**src/rtl/corefifo_ptr_sync.sv**
```systemverilog
// Multi-channel synchroniser for Gray-coded FIFO pointers, with a registered binary decode and a change pulse.
// Optional Gray-step checker enabled by defining SYNC_GRAY_CHECK_EN; otherwise gray_err is tied low.
module corefifo_ptr_sync #(
    parameter int NUM_STAGES = 2,
    parameter int ADDRWIDTH  = 3,
    parameter int NUM_CH     = 1
) (
    input  logic                            clk,
    input  logic                            srst,
    input  logic [NUM_CH*(ADDRWIDTH+1)-1:0] inp,
    output logic [NUM_CH*(ADDRWIDTH+1)-1:0] sync_out,
    output logic [NUM_CH*(ADDRWIDTH+1)-1:0] bin_out,
    output logic [NUM_CH-1:0]               chg,
    output logic [NUM_CH-1:0]               gray_err
);

    localparam int PW = ADDRWIDTH + 1;

    function automatic logic [PW-1:0] gray_to_bin(input logic [PW-1:0] g);
        logic [PW-1:0] b;
        b[PW-1] = g[PW-1];
        for (int i = PW - 2; i >= 0; i--) begin
            b[i] = b[i+1] ^ g[i];
        end
        return b;
    endfunction

    for (genvar c = 0; c < NUM_CH; c++) begin : g_ch
        logic [PW-1:0] stage [NUM_STAGES];
        logic [PW-1:0] bin_q;
        logic [PW-1:0] bin_next;
        logic          chg_q;

        always_comb begin
            bin_next = gray_to_bin(stage[NUM_STAGES-1]);
        end

        // chg is registered together with bin_out so the pulse lines up with the new value.
        always_ff @(posedge clk) begin
            if (srst) begin
                for (int k = 0; k < NUM_STAGES; k++) begin
                    stage[k] <= '0;
                end
                bin_q <= '0;
                chg_q <= 1'b0;
            end else begin
                stage[0] <= inp[c*PW +: PW];
                for (int k = 1; k < NUM_STAGES; k++) begin
                    stage[k] <= stage[k-1];
                end
                bin_q <= bin_next;
                chg_q <= (bin_next != bin_q);
            end
        end

        assign sync_out[c*PW +: PW] = stage[NUM_STAGES-1];
        assign bin_out[c*PW +: PW]  = bin_q;
        assign chg[c]               = chg_q;

`ifdef SYNC_GRAY_CHECK_EN
        localparam logic [PW-1:0] ONE = PW'(1);
        logic [PW-1:0] prev_q;
        logic [PW-1:0] diff;
        logic          err_q;

        always_comb begin
            diff = stage[NUM_STAGES-1] ^ prev_q;
        end

        // More than one bit set in diff (x & (x-1) nonzero) is an illegal Gray step.
        always_ff @(posedge clk) begin
            if (srst) begin
                prev_q <= '0;
                err_q  <= 1'b0;
            end else begin
                prev_q <= stage[NUM_STAGES-1];
                if ((diff & (diff - ONE)) != '0) begin
                    err_q <= 1'b1;
                end
            end
        end

        assign gray_err[c] = err_q;
`else
        assign gray_err[c] = 1'b0;
`endif
    end

endmodule

```
**config.mk**
```make
export PLATFORM = sky130hd
export DESIGN_NAME = corefifo_ptr_sync
export DESIGN_NICKNAME = d
export VERILOG_FILES = /design/src/rtl/corefifo_ptr_sync.sv
export SDC_FILE = /design/constraint.sdc
export NUM_CORES = 1
export LEC_CHECK = 0
export CAP_MARGIN = 10
export CORE_AREA = 2 2 39 41
export CTS_CLUSTER_SIZE = 28
export DETAILED_ROUTE_END_ITERATION = 6
export DIE_AREA = 0 0 41 43
export PLACE_DENSITY = 0.68
export SYNTH_ARGS = -nofsm -noshare
export SYNTH_HDL_FRONTEND = slang
export SYNTH_SLANG_ARGS = --single-unit
```
**constraint.sdc**
```tcl
create_clock -name clk -period 1.3 [get_ports clk]
set_input_delay 0.13 -clock clk [delete_from_list [all_inputs] [get_ports clk]]
set_output_delay 0.13 -clock clk [all_outputs]
set_load 0.01 [all_outputs]
```
==> flow_results.xml <==
<?xml version="1.0" encoding="UTF-8"?>
<metrics>
  <group name="run_status">
    <metric name="outcome" unit="">completed</metric>
  </group>
  <group name="global_route">
    <metric name="antenna_violations_before_repair" unit="">0</metric>
    <metric name="number_of_global_route_vias_before_repair" unit="">293</metric>
    <metric name="grt_overflow_total" unit="">0</metric>
    <metric name="grt_start_max_net_pins" unit="">14</metric>
    <metric name="grtUsageTotal" unit="%">8.92</metric>
    <metric name="grt_first_pass_wirelength" unit="um">1010</metric>
  </group>
  <group name="worst_setup_path">
    <metric name="critical_path.max_stage_delay" unit="ps">320</metric>
    <metric name="critical_path.startpoint_type" unit="">flip-flop</metric>
    <metric name="reg2regPathDepth" unit="">5</metric>
    <metric name="crit_required" unit="ps">1500</metric>
    <metric name="critical_path_depth" unit="">5</metric>
    <metric name="worst-path-max-fanout" unit="">4</metric>
    <metric name="timing.critical_path.arrival" unit="ps">1490</metric>
    <metric name="setup.worst_path.end_class" unit="">flip-flop</metric>
    <metric name="timing.critical_path.cells" unit="">buf_4 &gt; xor2_1 &gt; and4_1 &gt; a211o_1 &gt; a31oi_1</metric>
    <metric name="critPathBufInv" unit="">1</metric>
    <metric name="path_class" unit="">reg2reg</metric>
    <metric name="path_delay_family" unit="">compound AO/OA/AOI/OAI gates</metric>
    <metric name="cpMaxStageDelayCell" unit="">sky130_fd_sc_hd__dfxtp_2</metric>
  </group>
  <group name="min_path">
    <metric name="holdCritPathClass" unit="">in2reg</metric>
    <metric name="whs_path_depth" unit="">2</metric>
  </group>
  <group name="final_layout">
    <metric name="drive_above_1_share" unit="%">16.4</metric>
    <metric name="area_growth_syn_to_layout" unit="%">38.1</metric>
    <metric name="utilization" unit="%">47.8</metric>
    <metric name="layout.cells.most_common" unit="">sky130_fd_sc_hd__dfxtp_1</metric>
    <metric name="fillers" unit="">129</metric>
    <metric name="layout_common_cells" unit="">sky130_fd_sc_hd__dfxtp_1 (11), sky130_fd_sc_hd__nor2b_1 (9), sky130_fd_sc_hd__clkdlybuf4s50_1 (6), sky130_fd_sc_hd__dlygate4sd2_1 (6), sky130_fd_sc_hd__nor2_1 (5)</metric>
    <metric name="n_antenna_cell" unit="">0</metric>
    <metric name="finalNetCount" unit="">68</metric>
    <metric name="layout.cell_area.non_filler" unit="um^2">662</metric>
  </group>
  <group name="cts">
    <metric name="tritoncts" unit="">yes</metric>
    <metric name="cts-buffers-inserted" unit="">3</metric>
    <metric name="clk-insertion-delay-late" unit="ps">260</metric>
    <metric name="cts_root_buf" unit="">sky130_fd_sc_hd__clkbuf_4</metric>
    <metric name="cts_max_path_buffers" unit="">2</metric>
    <metric name="clkSlewWorstSetupHoldPaths" unit="ps">70</metric>
    <metric name="numClockSinks" unit="">13</metric>
    <metric name="htreeDepth" unit="">1</metric>
    <metric name="postCtsSetupRepairBufs" unit="">0</metric>
  </group>
  <group name="route">
    <metric name="routed_met1_length" unit="um">279</metric>
    <metric name="wl" unit="um">668</metric>
    <metric name="vias_per_cell" unit="">4.38</metric>
    <metric name="met3_length" unit="um">61</metric>
    <metric name="detail_route.wl_per_cell" unit="um">8.68</metric>
    <metric name="route.top_layer_used" unit="">met3</metric>
    <metric name="firstDrtPassIters" unit="">3</metric>
    <metric name="dr.first_iter.drc_count" unit="">6</metric>
    <metric name="wl_met2" unit="um">327</metric>
    <metric name="detailroute.via_count" unit="">337</metric>
    <metric name="drtAntennaViolNets" unit="">0</metric>
    <metric name="detail_route.drc_violations" unit="">0</metric>
  </group>
  <group name="placement">
    <metric name="dpl_cell_area" unit="um^2">631</metric>
    <metric name="gpl.final_weighted_congestion" unit="">0.606</metric>
    <metric name="place.port_buffers" unit="">14</metric>
    <metric name="dp_hpwl" unit="um">501</metric>
  </group>
  <group name="power">
    <metric name="internal_power" unit="W">0.000611</metric>
    <metric name="worst_ir_drop_vdd" unit="V">0.000550</metric>
    <metric name="total_switching_power" unit="W">0.000170</metric>
    <metric name="power.switching_fraction" unit="%">21.8</metric>
    <metric name="power.combinational.fraction" unit="%">14.8</metric>
    <metric name="p_leak" unit="nW">0.324</metric>
    <metric name="powerDensity" unit="mW/mm^2">1180</metric>
    <metric name="total_power" unit="W">0.000781</metric>
    <metric name="seq_power_share" unit="%">55.5</metric>
    <metric name="clock_power_share" unit="%">29.7</metric>
  </group>
  <group name="sta">
    <metric name="final_worst_path_cycle_share" unit="%">99.2</metric>
    <metric name="final_hold_viol_count" unit="">0</metric>
    <metric name="max_freq" unit="MHz">775</metric>
    <metric name="timing.final.max_slew_violations" unit="">0</metric>
    <metric name="setup_violations" unit="">0</metric>
    <metric name="period_needed" unit="ps">1290</metric>
    <metric name="timing.clock.skew" unit="ps">0.319</metric>
    <metric name="rsz0062_at_grt" unit="">true</metric>
  </group>
  <group name="synth">
    <metric name="mappedNetlistNets" unit="">51</metric>
    <metric name="post_synth.cell_area_avg" unit="um^2">10.6</metric>
    <metric name="seq_area_frac_synth" unit="%">54.3</metric>
    <metric name="synthDistinctLibCells" unit="">15</metric>
    <metric name="synthCells" unit="">45</metric>
    <metric name="yosys_register_bits" unit="">13</metric>
    <metric name="yosysWarningCount" unit="">0</metric>
    <metric name="netlist_area" unit="um^2">479</metric>
  </group>
  <group name="floorplanning">
    <metric name="die_height" unit="um">43</metric>
    <metric name="core" unit="mm^2">0.00138</metric>
    <metric name="initial_standard_cell_utilization_of_the_core" unit="%">34.6</metric>
    <metric name="rows" unit="">14</metric>
    <metric name="design.die.area" unit="mm^2">0.00176</metric>
    <metric name="die_width" unit="um">41</metric>
    <metric name="ios" unit="">16</metric>
  </group>
  <group name="flow_run">
    <metric name="timing.max_cap.violations" unit="">0</metric>
  </group>
</metrics>
## power groups by stage
stage | clock, W | sequential (W) | combinational (W)
6_report | 0.000232 | 0.000434 | 0.000116
3_3_place_gp | 0 | 0.000443 | 0.000119
3_5_place_dp | 0 | 0.000443 | 0.000121
5_1_grt | 0.000259 | 0.000436 | 0.000128
4_1_cts | 0.000248 | 0.000434 | 0.000119
2_1_floorplan | 0 | 0.000451 | 0.0000588
## cells by family after synthesis
family / count (synthesis) / share of synthesized area [%]
XOR/XNOR: 5 / 12.0
other: 1 / 0.783
AND/OR/NAND/NOR: 17 / 19.3
buffers and inverters: 6 / 8.62
flip-flops: 13 / 54.3
AO/OA/AOI/OAI: 3 / 4.96
## metrics by stage
step	hold WS, ps	instances	TNS (ps)	setup slack [ps]
final	410	77	0	10.4
after global routing	416	77	-76.1	-76.1
after detailed placement	424	73	-28.3	-28.3
after floorplan	194	45	0	4.19
after CTS	395	77	-7.59	-7.59
after global placement	419	73	0	2.98
## area by class of cell
class / instances / area (um^2) / share of cell area [%]
multi-input cells: 26 / 185 / 28.0
flip-flops and latches: 13 / 263 / 39.7
well taps: 16 / 20.0 / 3.02
repair buffers: 18 / 168 / 25.3
clock buffers: 4 / 26.3 / 3.97
## worst paths after layout
check,startpoint,endpoint,slack [ps]
max reg2reg,g_ch[0].stage[0][5]$_SDFF_PP0_,chg$_SDFF_PP0_,10
min,inp[1],g_ch[0].stage[0][1]$_SDFF_PP0_,410
max,g_ch[0].stage[0][5]$_SDFF_PP0_,chg$_SDFF_PP0_,10
min reg2reg,g_ch[0].stage[0][0]$_SDFF_PP0_,g_ch[0].stage[0][4]$_SDFF_PP0_,440
## timing repair
item / 4_1_cts / 5_1_grt
setup endpoints to repair: 7 / 3
hold buffers: 0 / 0
cloned: 0 / 0
hold endpoints to repair: 0 / 0
pin swaps: 1 / 0
resized for setup: 7 / 2
## synth_stat cells
cell / number / area share [%]
sky130_fd_sc_hd__and4_1: 1 / 1.8
sky130_fd_sc_hd__xnor2_1: 1 / 1.8
sky130_fd_sc_hd__nor2_1: 5 / 3.9
sky130_fd_sc_hd__buf_4: 5 / 7.8
sky130_fd_sc_hd__conb_1: 1 / 0.78
sky130_fd_sc_hd__dfxtp_1: 13 / 54
sky130_fd_sc_hd__xor2_1: 3 / 5.5
sky130_fd_sc_hd__a31oi_1: 1 / 1.3
sky130_fd_sc_hd__nor2b_1: 9 / 12
sky130_fd_sc_hd__o311ai_0: 1 / 1.8
sky130_fd_sc_hd__nand3_1: 1 / 1.0
sky130_fd_sc_hd__xnor3_1: 1 / 4.7
sky130_fd_sc_hd__nand2_1: 1 / 0.78
sky130_fd_sc_hd__clkbuf_1: 1 / 0.78
sky130_fd_sc_hd__a211o_1: 1 / 1.8
## sequential cells by signal (all words and copies together) (netlist names)
register / flops
bin_out: 4
chg: 1
g_ch.stage: 8
## metal layers
layer  vias to the layer above  GRT usage [%]
li1                        169              -
met1                       157           8.97
met2                        11           12.8
met3                         0           4.19
met4                         0           8.00
met5                         -              0
Note: power is estimated with default switching activity, not from simulation.
